**config.mk**
```make
export PLATFORM = sky130hd
export DESIGN_NAME = instr_fetch_sequencer
export DESIGN_NICKNAME = d
export VERILOG_FILES = /design/src/rtl/instr_fetch_sequencer.sv
export SDC_FILE = /design/constraint.sdc
export NUM_CORES = 1
export LEC_CHECK = 0
export ABC_AREA = 1
export CAP_MARGIN = 20
export CORE_MARGIN = 2
export CORE_UTILIZATION = 46
export CTS_CLUSTER_DIAMETER = 30
export DETAILED_ROUTE_END_ITERATION = 8
export HOLD_SLACK_MARGIN = 0.12
export PLACE_DENSITY_LB_ADDON = 0.2
export SYNTH_ARGS = -nofsm -noshare
export SYNTH_HDL_FRONTEND = slang
export SYNTH_SLANG_ARGS = --single-unit
export TNS_END_PERCENT = 20
```
**constraint.sdc**
```tcl
create_clock -name clk -period 1.9 [get_ports clk]
set_input_delay 0.38 -clock clk [delete_from_list [all_inputs] [get_ports clk]]
set_output_delay 0.38 -clock clk [all_outputs]
set_load 0.02 [all_outputs]
```
**src/rtl/instr_fetch_sequencer.sv**
```systemverilog
// Instruction fetch/execute sequencer: fetches an opcode plus operand bytes, owns the PC, and drives the execute handshake.
// Optional read-wait timeout into a sticky fault state is compiled in when FETCH_TIMEOUT_EN is defined.
module instr_fetch_sequencer #(
    parameter int unsigned           ADDR_WIDTH   = 16,
    parameter int unsigned           DATA_WIDTH   = 8,
    parameter int unsigned           MAX_OPERANDS = 2,
    parameter logic [ADDR_WIDTH-1:0] RESET_VECTOR = ADDR_WIDTH'('hF000),
    parameter logic [DATA_WIDTH-1:0] HLT_OPCODE   = DATA_WIDTH'('h01),
    parameter int unsigned           TIMEOUT_CYC  = 15
) (
    input  logic                               clk,
    input  logic                               reset,
    output logic [ADDR_WIDTH-1:0]              mem_addr,
    output logic                               mem_read,
    input  logic [DATA_WIDTH-1:0]              mem_rdata,
    input  logic                               mem_rvalid,
    input  logic [$clog2(MAX_OPERANDS+1)-1:0]  op_len,
    output logic [DATA_WIDTH-1:0]              opcode,
    output logic [MAX_OPERANDS*DATA_WIDTH-1:0] operands,
    output logic                               exec_start,
    input  logic                               exec_done,
    input  logic                               pc_load,
    input  logic [ADDR_WIDTH-1:0]              pc_load_addr,
    output logic [ADDR_WIDTH-1:0]              pc,
    output logic                               halt,
    output logic                               fault
);
    localparam int unsigned      LEN_W   = $clog2(MAX_OPERANDS+1);
    localparam logic [LEN_W-1:0] LEN_MAX = LEN_W'(MAX_OPERANDS);

    typedef enum logic [2:0] {
        S_FETCH_OP,
        S_DECODE,
        S_FETCH_OPR,
        S_EXEC,
        S_HALT,
        S_FAULT
    } state_t;

    state_t state, next_state;

    logic [MAX_OPERANDS-1:0][DATA_WIDTH-1:0] opr;
    logic [LEN_W-1:0] cnt;
    logic [LEN_W-1:0] idx;
    logic [LEN_W-1:0] len_sat;
    logic             fetching;
    logic             accept;
    logic             enter_exec;
    logic             timeout;

    // Read request is gated by reset so nothing is requested while held in reset.
    assign fetching   = (state == S_FETCH_OP) || (state == S_FETCH_OPR);
    assign mem_read   = fetching && reset;
    assign mem_addr   = pc;
    assign accept     = mem_read && mem_rvalid;
    assign len_sat    = (op_len > LEN_MAX) ? LEN_MAX : op_len;
    assign operands   = opr;
    assign halt       = (state == S_HALT);
    assign enter_exec = (next_state == S_EXEC) && (state != S_EXEC);

`ifdef FETCH_TIMEOUT_EN
    localparam int unsigned WAIT_W = ($clog2(TIMEOUT_CYC+1) > 4) ? $clog2(TIMEOUT_CYC+1) : 4;

    logic [WAIT_W-1:0] wait_cnt;

    always_ff @(posedge clk or negedge reset) begin
        if (!reset) begin
            wait_cnt <= '0;
        end else if (mem_read && !mem_rvalid) begin
            wait_cnt <= wait_cnt + WAIT_W'(1);
        end else begin
            wait_cnt <= '0;
        end
    end

    assign timeout = mem_read && !mem_rvalid && (wait_cnt == WAIT_W'(TIMEOUT_CYC - 1));
    assign fault   = (state == S_FAULT);
`else
    assign timeout = 1'b0;
    assign fault   = 1'b0;
`endif

    always_comb begin
        next_state = state;
        case (state)
            S_FETCH_OP: begin
                if (timeout) begin
                    next_state = S_FAULT;
                end else if (accept) begin
                    next_state = S_DECODE;
                end
            end
            S_DECODE: begin
                if (opcode == HLT_OPCODE) begin
                    next_state = S_HALT;
                end else if (len_sat == '0) begin
                    next_state = S_EXEC;
                end else begin
                    next_state = S_FETCH_OPR;
                end
            end
            S_FETCH_OPR: begin
                if (timeout) begin
                    next_state = S_FAULT;
                end else if (accept && (cnt == LEN_W'(1))) begin
                    next_state = S_EXEC;
                end
            end
            S_EXEC: begin
                if (exec_done) begin
                    next_state = S_FETCH_OP;
                end
            end
            S_HALT:  next_state = S_HALT;
            S_FAULT: next_state = S_FAULT;
            default: next_state = S_FETCH_OP;
        endcase
    end

    always_ff @(posedge clk or negedge reset) begin
        if (!reset) begin
            state      <= S_FETCH_OP;
            pc         <= RESET_VECTOR;
            opcode     <= '0;
            opr        <= '0;
            cnt        <= '0;
            idx        <= '0;
            exec_start <= 1'b0;
        end else begin
            state      <= next_state;
            exec_start <= enter_exec;
            case (state)
                S_FETCH_OP: begin
                    if (accept) begin
                        opcode <= mem_rdata;
                        opr    <= '0;
                        pc     <= pc + ADDR_WIDTH'(1);
                    end
                end
                S_DECODE: begin
                    cnt <= len_sat;
                    idx <= '0;
                end
                S_FETCH_OPR: begin
                    if (accept) begin
                        for (int unsigned i = 0; i < MAX_OPERANDS; i++) begin
                            if (idx == LEN_W'(i)) begin
                                opr[i] <= mem_rdata;
                            end
                        end
                        pc  <= pc + ADDR_WIDTH'(1);
                        idx <= idx + LEN_W'(1);
                        cnt <= cnt - LEN_W'(1);
                    end
                end
                S_EXEC: begin
                    if (exec_done && pc_load) begin
                        pc <= pc_load_addr;
                    end
                end
                default: ;
            endcase
        end
    end

endmodule

```
==> key figures <==
Cells and area
  – Share of post-route cells with drive strength above 1: ~6.9%
  – Area delta synth->final: 35.6%
  – Fin util: between 60% and 70%
  – Fillers: 530
  – Nets: between 400 and 500
  – Post-route cell area: between 3000 and 4000 sq um
  – Final std cells w/o fill: 537
  – Multi-input combinational cell area: approximately 1200 sq um
  – Sequential Area: roughly 1200 sq um

Route
  – Drt pass-1 iters: 4
  – Routed wire length: 6870 um
  – Routed Antenna Nets: 0
  – Average routed wire per standard cell: between 10 and 15 um
  – DR vias: between 2000 and 3000
  – Starting DRC count in detailed routing: roughly 140
  – DRC Markers: 0
  – Via density: between 4 and 5

Global route
  – Largest net degree at the start of global routing: 47
  – Total GRT Usage: 21.8%
  – Vias in the first global route: 2613
  – Initial antenna violation count: 1
  – GR Overflow Total: 0
  – First-pass GRT wire length: 11300 um

Critical path
  – CP max stage delay: about 600 ps
  – Crit-path slowest cell: clkdlybuf4s50_1
  – Worst path top cell family by delay: buffers and inverters
  – Crit path buffers/inverters: 1
  – Crit-path max FO: 5
  – Worst-path cell chain: clkdlybuf4s50_1
  – Critical path endpoint category: primary output
  – WP data arrival: around 1500 ps
  – Critical path type: reg2out
  – Worst setup SP type: register
  – Critical R2R Launch: mem_addr[1]$_DFFE_PN0P_
  – Crit path required time: roughly 1500 ps
  – CP startpoint: mem_addr[15]$_DFFE_PN1P_

Yosys
  – Top-area cell type share of the netlist area: 39.8%
  – Synth area leaders: dfrtp_1 40%, nand2_1 18%, nor2_1 6.4%
  – Mapped Cells: about 380
  – EDFF count, synth: 0
  – Commonest cells post-synth: 130 x nand2_1, 47 x nor2_1, 44 x dfrtp_1
  – Synth Cell Area: approximately 2800 sq um
  – Register area share after synthesis: between 40% and 50%
  – Fraction of registers with async set/reset: 100%
  – Syn Nets: about 420
  – Synthesized area per cell: 7.25 sq um
  – Synth warn: 0
  – Top-count cell post-synth: nand2_1
  – Post-synth top area cell: dfrtp_1
  – Number of synthesized register bits: 48
  – Main flop type after synthesis: dfrtp_1
  – Yosys cell types: 29

STA
  – Worst Tran Pin Value: ~580 ps
  – Ratio of final minimum period to clock period: roughly 97%
  – F_max: ~0.54 GHz
  – RSZ-0062 raised after global routing: no
  – Final Hold Fails: 0
  – Slew headroom: around 61%
  – Total negative setup slack: 0 ps
  – Clock period minus final worst setup slack: between 1500 and 2000 ps
  – Clock skew: between 9 and 10 ps
  – Setup ws final: 57.5 ps
  – Hold slack: just under 500 ps
  – Setup Viol. Count Final: 0
  – Slew Viols, Final: 0

Floorplanning
  – Initial Util: 47.3%
  – Die Footprint: ~6700 sq um
  – Row cnt: 28
  – CORE AREA: 5850 sq um
  – Die W: ~82 um
  – DIE HEIGHT: 81.6 um
  – I/O pin count: ~90

Place
  – Pre-CTS worst setup slack: around 9.8 ps
  – Port bufs: 89
  – RePlAce Congestion: 0.883
  – DP Area: 3620 sq um
  – DPL Wire Length: 5150 um
  – Dpl cells: 527

CTS
  – Root Buffer: clkbuf_8
  – CTS max path bufs: 2
  – CTS tree: built
  – Clock Sinks: between 40 and 50
  – Post-CTS setup repair buffer count: 0
  – Clk Latency, worst-skew pair: roughly 300 ps
  – CTS Buf Count: 5
  – Number of H-tree levels: 2
  – Reg clk slew, reported paths: 90 ps

Power and ir drop
  – P per Cell Area: around 1500 nW/um^2
  – Total power: 5.80 mW
  – Max VDD drop: approximately 1.1 mV
  – P_leak: ~1.9 nW

Job
  – Max_cap viols: 0

Min path
  – Worst hold path class: reg2reg
  – Hold_sp: mem_addr[15]$_DFFE_PN1P_

Status
  – Run status: finished clean
[final cells by class]
class	instances	area share [%]
antenna	1	0.0667
clock buffer	5	1.83
clock inverter	3	1.13
inverter	39	3.90
multi-input combinational	267	32.4
sequential	48	32.1
tap	75	2.50
timing repair buffer	99	26.0
[timing repair]
item                       4_1_cts  5_1_grt
hold buffers                     1        0
hold endpoints to repair         2        0
gates resized for setup          2        6
setup endpoints to repair        2        6
pin swaps                        0        0
cloned                           0        0
[report_power, final]
part,leakage (nW),internal [mW],switching (mW)
logic,1.21,1.38,1.83
clock network,0.0541,0.390,0.362
registers,0.602,1.44,0.400
total,1.87,3.21,2.60
[layer usage]
| metal | global-route usage (%) | share of wire (%) | wire length [um] | vias up |
|---|---|---|---|---|
| met3 | 6.04 | 7.2 | 497 | 11 |
| met5 | 0 | 0 | 0 | - |
| li1 | - | - | - | 1338 |
| met4 | 8.81 | 1.6 | 110 | 0 |
| met1 | 25.2 | 41 | 2790 | 1234 |
| met2 | 38.1 | 50 | 3470 | 100 |
[cell usage in the layout (no fill, tap or decap), drive strengths merged]
| cell type | n |
|---|---|
| nor2 | 49 |
| o21bai | 1 |
| nand3 | 25 |
| diode | 1 |
| nor3 | 2 |
| clkbuf | 5 |
| clkinv | 1 |
| a21boi | 1 |
| dfrtp | 44 |
| clkinvlp | 1 |
| nand3b | 2 |
| dfstp | 4 |
| o31ai | 1 |
| dlygate4sd2 | 2 |
| dlymetal6s2s | 6 |
| clkdlybuf4s50 | 80 |
| nand4 | 4 |
| o211ai | 2 |
| inv | 39 |
| a22o | 1 |
| buf | 10 |
| a31oi | 1 |
| ha | 4 |
| dlygate4sd3 | 1 |
| bufinv | 1 |
| o21ai | 36 |
| conb | 1 |
| a21oi | 7 |
| nand2 | 130 |
[final timing paths]
path,cells past startpoint,slack (ps),end
worst min-delay path,2,490,mem_addr[15]$_DFFE_PN1P_
worst min register to register,2,490,mem_addr[15]$_DFFE_PN1P_
worst max-delay path,1,60,pc[15]
max in group asynchronous,4,630,opcode[7]$_DFFE_PN0P_
min in group asynchronous,3,520,opcode[5]$_DFFE_PN0P_
worst max register to register,8,210,mem_addr[12]$_DFFE_PN1P_
[kinds of logic after synthesis]
kind of cell    synth area share [%]
flops                           43.6
compound gates                  10.5
other cells                    0.135
fa+ha+maj                       1.81
buf+inv                         12.4
simple gates                    31.6
[registers in the layout, summed over array words and instances, names as in the netlist]
| signal | flops |
|---|---|
| idx | 2 |
| state | 3 |
| exec_start | 1 |
| opcode | 8 |
| cnt | 2 |
| operands | 16 |
| mem_addr | 16 |
Note: power is estimated with default switching activity, not from simulation.
